$ cat src/rtl/join_arb_pkg.sv
// Shared state type, reset constants and width helper for the JOIN-stage grant arbiter.
package join_arb_pkg;

  typedef enum logic [1:0] {
    ST_IDLE  = 2'd0,
    ST_GRANT = 2'd1,
    ST_GUARD = 2'd2
  } arb_state_e;

  localparam arb_state_e STATE_RST = ST_IDLE;
  localparam int         PTR_RST   = 0;
  localparam int         GCW       = 4;

  function automatic int idxw(input int n);
    return (n > 1) ? $clog2(n) : 1;
  endfunction

endpackage

$ cat src/rtl/join_rr_pick.sv
// Combinational rotate-priority picker: first set request at or after the base index,
// wrapping; the base is the pointer in round-robin mode and 0 in fixed-priority mode.
module join_rr_pick
  import join_arb_pkg::*;
#(
  parameter int N_CH = 2,
  parameter int IDXW = idxw(N_CH)
) (
  input  logic [N_CH-1:0] req_i,
  input  logic [IDXW-1:0] ptr_i,
  input  logic            rr_i,
  output logic            valid_o,
  output logic [IDXW-1:0] idx_o
);

  int base;

  // Scan from the far end down so the closest candidate to the base is assigned last.
  always_comb begin
    valid_o = 1'b0;
    idx_o   = '0;
    base    = rr_i ? int'(ptr_i) : 0;
    for (int k = N_CH - 1; k >= 0; k--) begin
      if (req_i[(base + k) % N_CH]) begin
        valid_o = 1'b1;
        idx_o   = IDXW'((base + k) % N_CH);
      end
    end
  end

endmodule

$ cat src/rtl/join_rr_arbiter.sv
// N-channel JOIN-stage grant arbiter: registered one-hot 4-phase grant, guard gap after
// each release, optional hold watchdog. state | meaning: IDLE | evaluate requests;
// GRANT | hold grant until owner releases or watchdog fires; GUARD | forced all-low gap.
module join_rr_arbiter
  import join_arb_pkg::*;
#(
  parameter int N_CH     = 2,
  parameter int MODE_RR  = 1,
  parameter int GUARD    = 1,
  parameter int HOLD_MAX = 0
) (
  input  logic                     CLK,
  input  logic                     MR,
  input  logic [N_CH-1:0]          Send_in,
  input  logic [N_CH-1:0]          Ack_out,
  input  logic [N_CH-1:0]          Z,
  output logic [N_CH-1:0]          G,
  output logic [idxw(N_CH)-1:0]    grant_idx,
  output logic                     busy,
  output logic                     hold_err
);

  localparam int IDXW = idxw(N_CH);
  localparam int HW   = (HOLD_MAX > 1) ? $clog2(HOLD_MAX) : 1;
  localparam logic [HW-1:0]  HOLD_LAST  = HW'((HOLD_MAX > 0) ? HOLD_MAX - 1 : 0);
  localparam logic [GCW-1:0] GUARD_LAST = GCW'((GUARD > 0) ? GUARD - 1 : 0);

  arb_state_e      state_q, state_d;
  logic [N_CH-1:0] g_q, g_d;
  logic [IDXW-1:0] idx_q, idx_d;
  logic [IDXW-1:0] ptr_q, ptr_d;
  logic [GCW-1:0]  guard_q, guard_d;
  logic [HW-1:0]   hold_q, hold_d;
  logic            err_q, err_d;

  logic [N_CH-1:0] req;
  logic            req_w;
  logic            wd_fire;
  logic            pick_valid;
  logic [IDXW-1:0] pick_idx;
  logic [IDXW-1:0] ptr_nxt;

  assign req     = Send_in & Ack_out & Z;
  assign req_w   = req[idx_q];
  assign wd_fire = (HOLD_MAX > 0) && (hold_q == HOLD_LAST);
  assign ptr_nxt = (idx_q == IDXW'(N_CH - 1)) ? '0 : idx_q + IDXW'(1);

  join_rr_pick #(
    .N_CH (N_CH),
    .IDXW (IDXW)
  ) u_pick (
    .req_i   (req),
    .ptr_i   (ptr_q),
    .rr_i    (MODE_RR != 0),
    .valid_o (pick_valid),
    .idx_o   (pick_idx)
  );

  always_comb begin
    state_d = state_q;
    g_d     = g_q;
    idx_d   = idx_q;
    ptr_d   = ptr_q;
    guard_d = guard_q;
    hold_d  = hold_q;
    err_d   = err_q;
    case (state_q)
      ST_IDLE: begin
        if (pick_valid) begin
          state_d = ST_GRANT;
          g_d     = N_CH'(1) << pick_idx;
          idx_d   = pick_idx;
          hold_d  = '0;
        end
      end
      ST_GRANT: begin
        // A watchdog release only counts as an error if the owner was still requesting.
        if (!req_w || wd_fire) begin
          g_d = '0;
          if (req_w) err_d = 1'b1;
          if (MODE_RR != 0) ptr_d = ptr_nxt;
          if (GUARD > 0) begin
            state_d = ST_GUARD;
            guard_d = GUARD_LAST;
          end else begin
            state_d = ST_IDLE;
          end
        end else begin
          hold_d = hold_q + HW'(1);
        end
      end
      ST_GUARD: begin
        if (guard_q == '0) state_d = ST_IDLE;
        else               guard_d = guard_q - GCW'(1);
      end
      default: state_d = ST_IDLE;
    endcase
  end

  always_ff @(posedge CLK or posedge MR) begin
    if (MR) begin
      state_q <= STATE_RST;
      g_q     <= '0;
      idx_q   <= '0;
      ptr_q   <= IDXW'(PTR_RST);
      guard_q <= '0;
      hold_q  <= '0;
      err_q   <= 1'b0;
    end else begin
      state_q <= state_d;
      g_q     <= g_d;
      idx_q   <= idx_d;
      ptr_q   <= ptr_d;
      guard_q <= guard_d;
      hold_q  <= hold_d;
      err_q   <= err_d;
    end
  end

  assign G         = g_q;
  assign grant_idx = idx_q;
  assign busy      = (state_q == ST_GRANT);
  assign hold_err  = err_q;

endmodule

$ cat config.mk
export PLATFORM = sky130hd
export DESIGN_NAME = join_rr_arbiter
export DESIGN_NICKNAME = d
export VERILOG_FILES = /design/src/rtl/join_arb_pkg.sv /design/src/rtl/join_rr_pick.sv /design/src/rtl/join_rr_arbiter.sv
export SDC_FILE = /design/constraint.sdc
export NUM_CORES = 1
export LEC_CHECK = 0
export BUFFER_PORTS_ARGS = -buffer_cell sky130_fd_sc_hd__buf_2
export CORE_AREA = 4 4 41 43
export DETAILED_ROUTE_END_ITERATION = 10
export DIE_AREA = 0 0 45 47
export GPL_ROUTABILITY_DRIVEN = 0
export GPL_TIMING_DRIVEN = 0
export HOLD_SLACK_MARGIN = 0.06
export PLACE_DENSITY = 0.68
export SLEW_MARGIN = 20
export SYNTH_ARGS = -nofsm -noshare
export SYNTH_HDL_FRONTEND = slang
export SYNTH_SLANG_ARGS = --single-unit
$ cat constraint.sdc
create_clock -name CLK -period 1.36 [get_ports CLK]
set_clock_uncertainty 0.05 [all_clocks]
set_input_delay 0.272 -clock CLK [delete_from_list [all_inputs] [get_ports CLK]]
set_output_delay 0.272 -clock CLK [all_outputs]
set_load 0.1 [all_outputs]
==> impl_results.md <==
- Status: finished, violations left
- Violated checks: negative setup slack
- Routed via count: 569
- Wl on met1: 599 µm
- Vias per cell: 5.927
- Area Overhead vs Synth: 47.18%
- Most frequent cells in the layout: buf_4 (10), o21ai_0 (7), buf_2 (7)
- Yosys top cell area share: 45.15%
- DRT iter0 DRCs: 15
- CP Class: flop to output port
- Nets: 92
- Share of cells above drive strength 1: 50.62%
- Worst r2r path cells: 3
- Die Height: 47 µm
- Data required, critical path: 1.04 ns
- Leak: 0.0003588 µW
- # DRC: 0
- Dpl ws: -0.1862 ns
- Combinational share of power: 60.1%
- Setup TNS: -0.2811 ns
- Worst Hold Depth: 4
- Initial antenna violation count: 0
- Wire length per cell: 14.61 µm
- Top sig layer: met4
- Slew Limit Fails: 0
- Post-Syn Instances: 58
- TritonCTS Buffers: 3
- Vias in the first global route: 568
- Final antenna-violating net count: 0
- CTS tree: built
- H-tree levels: 1
- Ant. Diodes: 0
- P_sw: 955.9 µW
- Worst Setup Slack, final: -0.1802 ns
- Clk_lat worst skew: 0.27 ns
- First-pass GRT wire length: 2.332 mm
- Worst path arrival time: 1.22 ns
- Largest cells by area after synthesis: dfrtp_1 (45%), o21ai_0 (7.2%), ha_1 (4.5%)
- Unique masters post-synth: 31
- Row count: 13
- Pint: 975.9 µW
- TritonRoute pass-1 iters: 4
- Area after DPL: 660.6 µm²
- CTS sink cnt: 10
- Switch share: 49.48%
- I/O Pins: 13
- Most common cell after layout, fill and taps aside: buf_4
- Gr ovfl total: 0
- Final wirelength: 1.403 mm
- GRT Util Overall: 15.81%
- Largest area contributor in the netlist: dfrtp_1
- Setup crit end kind: output port
- Clk slew on worst S/H paths: 0.07 ns
- RSZ-0062 raised after global routing: yes
- Total core area: 1301 µm²
- Setup violators final: 2
- CP Max Fanout: 3
- Peak supply drop: 0.001190 V
- F_max: 0.6493 GHz
- Dpl hpwl: 868.9 µm
- Die width: 45 µm
- Mapped cell area: 554.3 µm²
- Maximum clock insertion buffer count: 2
- Largest net degree at the start of global routing: 11
- Final instance area: 815.8 µm²
- Clock Tree Root: clkbuf_4
- Clk network pwr share: 11.2%
- Sequential share of power: 28.7%
- Max-cap violations: 0
- Met2 routed WL: 679 µm
- Worst Hold Class: input port to flop
- Synth Area per Inst: 9.557 µm²
- Port bufs: 11
- CP Launch Type: flop
- Fin crit share: 113.3%
- Met3 wire length: 89 µm
- Final Hold Viols: 0
- Power per Cell Area: 2368 nW/µm²
- Synthesized Nets: 68
- Initial core utilization: 42.60%
- Yosys warns: 0
- Flops & latches, synth: 10
- Min cycle time layout: 1.540 ns
- Sequential fraction of the synthesis area: 45.15%
- DIE AREA: 2115 µm²
[per-layer routing]
layer / GRT usage [%] / vias up
met5: 0 / -
met4: 11.11 / 0
met3: 4.215 / 5
met2: 25.71 / 27
met1: 18.08 / 277
li1: - / 260
[cell usage after synthesis]
cell        n
a21o_1      1
o32ai_1     1
o211a_1     1
and4b_1     1
o21ai_0     8
inv_1       6
nand2b_2    1
or2_2       1
nor3_1      3
o41ai_1     1
a2111oi_0   1
nor4_1      1
and4_1      1
nand2_1     1
o22ai_1     1
or2b_2      1
nand2b_1    1
and3_1      1
a31oi_1     2
ha_1        2
mux2i_1     1
or4_1       1
nor2b_1     1
nor2_1      2
a21oi_1     2
nor3b_1     1
buf_4       1
o2bb2ai_1   1
conb_1      1
nand3_1     1
dfrtp_1    10
[cell type report]
| cell class | count | area [µm²] |
|---|---|---|
| plain buffers | 1 | 7.507 |
| clock buffers | 4 | 26.28 |
| fillers | 116 | 485.5 |
| inverters | 6 | 26.28 |
| multi-input cells | 41 | 335.3 |
| flip-flops and latches | 10 | 257.7 |
| well taps | 15 | 18.77 |
| repair buffers | 19 | 143.9 |
[flip-flops by register name, summed over array words and instances (netlist names)]
signal and count:
state_q 2, grant_idx 1, ptr_q 1, guard_q 4, G 2
[critical path, stage by stage, from the launching register on]
cell,delay [ns]
dfrtp_1,0.38
or2b_4,0.30
clkinvlp_4,0.09
buf_12,0.17
[path summary, 6_finish.rpt]
| path | endpoint | from | slack, ns |
|---|---|---|---|
| worst max-delay path | busy | state_q[0]$_DFFE_PP0P_ | -0.18 |
| worst min-delay path | G[1]$_DFFE_PP0P_ | Ack_out[1] | 0.43 |
| worst max register to register | guard_q[2]$_DFFE_PP0P_ | state_q[0]$_DFFE_PP0P_ | -0.10 |
| worst min register to register | ptr_q$_DFFE_PP0P_ | grant_idx$_DFFE_PP0P_ | 0.51 |
| max in group asynchronous | grant_idx$_DFFE_PP0P_ | MR | 0.50 |
| min in group asynchronous | state_q[0]$_DFFE_PP0P_ | MR | 0.46 |
[stage by stage]
stage | hold WS (ns) | utilization, % | power (µW) | instances
after floorplan | 0.06206 | - | 1290 | 58
after global placement | 0.2096 | 50.77 | 1433 | 84
after detailed placement | 0.2133 | 50.77 | 1457 | 84
after CTS | 0.4111 | 59.81 | 1828 | 95
after global routing | 0.4384 | 62.69 | 2067 | 96
final | 0.4252 | 62.69 | 1932 | 96
[kinds of logic after synthesis]
group / synth area share [%]
compound gates: 21.90
mux: 1.806
buf+inv: 5.418
simple gates: 20.55
flops: 45.15
other cells: 0.6766
fa+ha+maj: 4.514
[power by group through the flow]
stage	Combinational (µW)	Sequential, µW	Clock [µW]
after floorplan	407	882	0
after global placement	867	566	0
after detailed placement	885	571	0
after CTS	1070	539	222
after global routing	1250	573	240
final	1160	554	217
[what timing repair did]
action,CTS,global route
buffers inserted,6,2
endpoints found under the hold margin,10,0
setup endpoints to repair,8,8
gates resized for setup,10,9
pin swaps,0,4
hold buffers,1,0
cloned,0,0
(Power assumes the default switching activity.)
